[src/rtl/board_pkg.sv]
// Board-level constants for the iCEBreaker pixel-clock domain.
// Shared by button handling and anything else that needs clock-derived timing.
package board_pkg;

  localparam int PIXEL_CLK_HZ = 25_125_000;
  localparam int BTN_COUNT = 4;
  localparam logic [3:0] BTN_ACTIVE_LOW = 4'b0001;
  localparam int DEBOUNCE_MS = 10;

  // Pixel-clock cycles in a whole number of milliseconds.
  function automatic int debounce_cycles(input int ms);
    return (PIXEL_CLK_HZ / 1000) * ms;
  endfunction

endpackage

[src/rtl/debounce_channel.sv]
// One button bit: 2-FF synchroniser, stability counter, level, press/release pulses, toggle.
// Latency: level and pulse change DEBOUNCE_CYCLES+1 edges after s1 first samples a stable new value.
// No backpressure: pulses are single-cycle and free-running.
module debounce_channel #(
  parameter int DEBOUNCE_CYCLES = 251250
) (
  input  logic clk,
  input  logic rst,
  input  logic din,
  output logic level,
  output logic press_pulse,
  output logic release_pulse,
  output logic toggle
);

  localparam int CNT_W = (DEBOUNCE_CYCLES > 2) ? $clog2(DEBOUNCE_CYCLES) : 1;
  localparam logic [CNT_W-1:0] CNT_LAST = CNT_W'(DEBOUNCE_CYCLES - 1);

  logic             s1;
  logic             s2;
  logic [CNT_W-1:0] cnt;

  always_ff @(posedge clk) begin
    if (rst) begin
      s1            <= 1'b0;
      s2            <= 1'b0;
      cnt           <= '0;
      level         <= 1'b0;
      press_pulse   <= 1'b0;
      release_pulse <= 1'b0;
      toggle        <= 1'b0;
    end else begin
      s1            <= din;
      s2            <= s1;
      press_pulse   <= 1'b0;
      release_pulse <= 1'b0;
      // Any sample matching the current level restarts the stability window.
      if (s2 == level) begin
        cnt <= '0;
      end else if (cnt == CNT_LAST) begin
        cnt           <= '0;
        level         <= s2;
        press_pulse   <= s2;
        release_pulse <= ~s2;
        toggle        <= toggle ^ s2;
      end else begin
        cnt <= cnt + 1'b1;
      end
    end
  end

endmodule

[src/rtl/button_conditioner.sv]
// Normalises button polarity and debounces each channel independently in the clk domain.
// Latency: DEBOUNCE_CYCLES+1 or +2 cycles from raw pin change; all outputs registered.
// No backpressure: press/release are one-cycle pulses, level and toggle are held.
module button_conditioner
  import board_pkg::*;
#(
  parameter int             N               = BTN_COUNT,
  parameter int             DEBOUNCE_CYCLES = debounce_cycles(DEBOUNCE_MS),
  parameter logic [N-1:0]   ACTIVE_LOW      = N'(BTN_ACTIVE_LOW)
) (
  input  logic         clk,
  input  logic         rst,
  input  logic [N-1:0] btn_raw,
  output logic [N-1:0] btn_level,
  output logic [N-1:0] btn_press,
  output logic [N-1:0] btn_release,
  output logic [N-1:0] btn_toggle
);

  // After this XOR a 1 always means pressed.
  logic [N-1:0] norm;
  assign norm = btn_raw ^ ACTIVE_LOW;

  for (genvar i = 0; i < N; i++) begin : g_chan
    debounce_channel #(
      .DEBOUNCE_CYCLES(DEBOUNCE_CYCLES)
    ) u_chan (
      .clk          (clk),
      .rst          (rst),
      .din          (norm[i]),
      .level        (btn_level[i]),
      .press_pulse  (btn_press[i]),
      .release_pulse(btn_release[i]),
      .toggle       (btn_toggle[i])
    );
  end

endmodule

[config.mk]
export PLATFORM = sky130hd
export DESIGN_NAME = button_conditioner
export DESIGN_NICKNAME = d
export VERILOG_FILES = /design/src/rtl/board_pkg.sv /design/src/rtl/debounce_channel.sv /design/src/rtl/button_conditioner.sv
export SDC_FILE = /design/constraint.sdc
export NUM_CORES = 1
export LEC_CHECK = 0
export CORE_MARGIN = 2
export CORE_UTILIZATION = 40
export DETAILED_ROUTE_END_ITERATION = 8
export PLACE_DENSITY = 0.6
export SETUP_SLACK_MARGIN = 0.15
export SKIP_CTS_REPAIR_TIMING = 1
export SLEW_MARGIN = 25
export SYNTH_ARGS = -nofsm -noshare
export SYNTH_HDL_FRONTEND = slang
export SYNTH_SLANG_ARGS = --single-unit
export TNS_END_PERCENT = 20
[constraint.sdc]
create_clock -name clk -period 2.1 [get_ports clk]
set_clock_uncertainty 0.05 [all_clocks]
set_input_delay 0.42 -clock clk [delete_from_list [all_inputs] [get_ports clk]]
set_output_delay 0.42 -clock clk [all_outputs]
set_load 0.005 [all_outputs]
Yosys cells after proc, flatten, opt, wreduce, memory -nomap -nowiden
Cells that the tools add are included.

Register bits after elaboration: 96. Input port bits: 6. Logic and storage cells: 69. Output and inout port bits: 16.

Add/subtract/negate cells: 4. Bitwise operators: 17. Equality and inequality tests: 8. Reductions and logical operators: 12.

Operators with widths (count): $add A18 B1 Y18 const B (4); $eq A18 B18 Y1 const B (4); $reduce_or A3 Y1 (8); $not A1 Y1 (13); $reduce_and A2 Y1 (4); $eq A1 B1 Y1 (4); $xor A1 B1 Y1 (4).

Logic depth before layout (Yosys ltp)
Word-level depth: 3. Gate-level depth with buffers: 8. Mapped depth without buffers: 6.

Modules after synthesis
Synthesis repeated with hierarchy kept, for this count alone.

Cell total of the unflattened synthesis: 481. Area, all modules: 4202.8 um^2.

By module, submodules not included: debounce_channel (times used 4, cells an instance 120, seq. area each 480.5 um^2, area an instance 1049.8 um^2); button_conditioner (times used 1, cells an instance 1, seq. area each 0.0 um^2, area an instance 3.8 um^2).

Worst setup path before layout
Ideal clock, no wire load.

Path kind: register -> register. From: reg g_chan[2].u_chan.cnt[0]. To: reg g_chan[2].u_chan.cnt[10]. Cell stages (with the launch flop): 8. Slack: 211 ps. Data arrival time: 1722 ps. Data required time: 1933 ps. Path through: dfxtp_1 -> ha_1 -> nand4b_1 -> or3_1 -> clkbuf_1 -> o21ai_1 -> buf_2 -> nor2_1.

Longest elaborated chain between the ends: 2.

RTL lines: start, declared (line debounce_channel.sv:21) `logic [CNT_W-1:0] cnt;`; start signal, assigned (line debounce_channel.sv:47) `cnt <= cnt + 1'b1;`; branches (longest 2 deep; another with $add A18 B1 Y18).

Several ways; the timed one is not identified. A chain may end at the register's enable or synchronous reset.

Worst setup path in the final report
From: reg g_chan[0].u_chan.cnt[6]. To: reg g_chan[0].u_chan.toggle.

Longest elaborated chain between the ends: 2.

RTL lines: start, declared (line debounce_channel.sv:21); start signal, assigned (line debounce_channel.sv:47); $eq A18 B18 Y1 (line debounce_channel.sv:40) `end else if (cnt == CNT_LAST) begin`; $reduce_and A2 Y1 (no line); end signal, assigned (line debounce_channel.sv:45) `toggle <= toggle ^ s2;`; end, declared (line debounce_channel.sv:13) `output logic toggle`.

No other way between the ends.

==> results.py <==
metrics = {
    "run_status": {
        "status": "completed",
    },
    "sta": {
        "worst_pin_slew_ns": 0.562,
        "setup_viol": 0,
        "finalHoldViolations": 0,
        "rsz0062_at_grt": "true",
        "period_share": 0.887,
        "relSlewSlack": 0.622,
        "tns_ns": 0,
        "slew_violations": 0,
        "finalCriticalPeriod_ns": 1.86,
        "fmax_mhz": 537,
    },
    "placed_design": {
        "place_area_um2": 4590,
        "hpwl_mm": 5.55,
        "io_buffers": 21,
        "globalplace.congestion": 0.846,
        "placedCellCount": 622,
    },
    "synth": {
        "syn-num-nets": 498,
        "ys_seq_area_frac": 0.448,
        "synth_common_cells": "dfxtp_1, nor2_1, xnor2_1",
        "synth_edf_count": 0,
        "syn_inst": 484,
        "synthesis.area_um2": 4290,
        "syn-mean-instance-area_um2": 8.86,
        "synthFlopType": "dfxtp_1",
        "synth_top_area_share": 0.448,
        "ys_warn_count": 0,
        "yosys.area.top_type": "dfxtp_1",
        "async_reset_ff_frac": 0,
        "ys_seq_elements": 96,
        "synth.distinct_cells": 42,
        "synthTopCellsByArea": "dfxtp_1, xnor2_1, nor2_1",
        "synth.most_common_cell": "dfxtp_1",
    },
    "pwr": {
        "ir_drop_uv": 368,
        "cellLeakagePower_nw": 1.40,
        "powerDensity_nw_per_um2": 661,
        "total_power_mw": 3.18,
    },
    "cts": {
        "cts_buffers": 9,
        "clk_latency_ns": 0.35,
        "tritoncts": "done",
        "clk_pin_slew_ns": 0.09,
        "htreeDepth": 3,
        "cts_sinks": 96,
        "clk_path_buf_depth": 2,
        "root_buffer": "clkbuf_8",
    },
    "worst_setup_path": {
        "crit_type": "flip-flop to flip-flop",
        "critPathMaxFanout": 6,
        "crit_required_ns": 2.34,
        "cp-start-kind": "flip-flop",
        "reg2regPathDepth": 4,
        "critPathArrivalTime_ns": 2.10,
        "endpoint_kind": "flip-flop",
    },
    "global_routing": {
        "grt_max_degree": 31,
        "grt_pass1_wl_mm": 13.8,
        "grt-ovfl-total": 0,
        "grt_use_total": 0.147,
        "grt_pass1_vias": 3012,
        "antenna_found_initial": 0,
    },
    "drt": {
        "vias": 3270,
        "wl_per_cell_um": 12.3,
        "drt_iter0_drc": 129,
        "wirelength_mm": 7.87,
        "drtPass1Iterations": 4,
        "antenna_left": 0,
        "drc_errors": 0,
        "vias_per_cell": 5.13,
    },
    "floorplanning": {
        "dieHeight_um": 108,
        "ios": 22,
        "die_w_um": 108,
        "dieArea_um2": 11600,
        "start_util": 0.414,
        "coreArea_um2": 10400,
        "num_rows": 37,
    },
    "layout": {
        "fill_cells": 1017,
        "layoutNonFillerInstCount": 638,
        "diodes": 0,
        "final_util": 0.464,
        "fin_area_um2": 4820,
        "fin_nets": 512,
        "drive_gt1_frac": 0.0837,
        "syn_to_final_growth_pct": 12.2,
    },
    "min_path": {
        "whs_path_depth": 1,
        "hold_path_class": "flip-flop to flip-flop",
    },
    "flow_run": {
        "drv_cap": 0,
    },
}
-- area by class of cell --
| cell class | instances | area [µm²] | area share |
|---|---|---|---|
| Timing Repair Buffer | 35 | 328 | 0.0681 |
| Clock inverter | 5 | 81.3 | 0.0169 |
| Tap cell | 136 | 170 | 0.0353 |
| Multi-Input combinational cell | 340 | 2120 | 0.441 |
| Clock buffer | 10 | 128 | 0.0265 |
| Sequential cell | 96 | 1930 | 0.400 |
| Inverter | 16 | 60.1 | 0.0125 |
-- per-stage QoR --
| stage | setup WS [ns] | hold slack (ns) |
|---|---|---|
| after floorplan | 0.211 | 0.364 |
| after global placement | 0.182 | 0.367 |
| after detailed placement | 0.152 | 0.374 |
| after CTS | 0.116 | 0.395 |
| after global routing | 0.0828 | 0.412 |
| final | 0.237 | 0.394 |
-- cells in the final DEF, fill, tap and decap left out, types with 3 or more instances in the layout --
master / count
or4_1: 8
nor4b_1: 7
o31ai_1: 4
or3_1: 8
xnor2_1: 41
nor2_1: 73
nor4_1: 15
dfxtp_1: 93
inv_1: 16
nand4_1: 21
or2_2: 3
a21oi_1: 16
dfxtp_2: 3
ha_1: 8
and3_1: 6
nor2b_1: 8
nand3_1: 25
nor3_1: 20
clkdlybuf4s50_1: 21
nand2_1: 15
clkbuf_8: 9
nand2b_1: 8
nand4b_1: 4
o21ai_0: 7
and4_1: 5
buf_4: 13
xor2_1: 16
-- final timing paths --
check                                      from                                    to  slack, ns
max reg2reg  g_chan[0].u_chan.cnt[6]$_SDFF_PP0_  g_chan[0].u_chan.toggle$_SDFFE_PP0P_       0.24
min reg2reg      g_chan[0].u_chan.s1$_SDFF_PP0_        g_chan[0].u_chan.s2$_SDFF_PP0_       0.39
max          g_chan[0].u_chan.cnt[6]$_SDFF_PP0_  g_chan[0].u_chan.toggle$_SDFFE_PP0P_       0.24
min              g_chan[0].u_chan.s1$_SDFF_PP0_        g_chan[0].u_chan.s2$_SDFF_PP0_       0.39
-- flip-flops by register name, summed over array words and instances, names as in the netlist --
signal / cells
g_chan.u_chan.release_pulse: 4
g_chan.u_chan.s1: 4
g_chan.u_chan.level: 4
g_chan.u_chan.s2: 4
g_chan.u_chan.toggle: 4
g_chan.u_chan.press_pulse: 4
g_chan.u_chan.cnt: 72
-- worst max-delay path, stage by stage, from the launching register on --
cell,delay (ns)
dfxtp_1,0.44
nand2_1,0.07
or4_1,0.58
or4_1,0.51
a21oi_1,0.15
-- metal layers --
layer / GRT usage / share of wire
met5: 0 / 0
met4: 0.0513 / 0.011
met3: 0.0327 / 0.035
met2: 0.229 / 0.45
met1: 0.199 / 0.50
-- cells by family (layout without fill, tap and decap cells) --
family / after synthesis / in the layout / share of synthesized area
AOI/OAI and AO/OA: 36 / 36 / 0.0502
xor gates and xnor gates: 57 / 57 / 0.116
adders and majority gates: 8 / 8 / 0.0233
buffers and inverters: 48 / 66 / 0.0580
DFF: 96 / 96 / 0.448
muxes: 1 / 1 / 0.00233
and+or+nand+nor: 238 / 238 / 0.302
-- power breakdown --
| group | total (mW) | switching, mW | internal, mW |
|---|---|---|---|
| combinational | 0.0660 | 0.0343 | 0.0317 |
| clock | 1.28 | 0.612 | 0.668 |
| sequential | 1.84 | 0.00829 | 1.83 |
No activity file was read; power rests on OpenSTA's default activity.
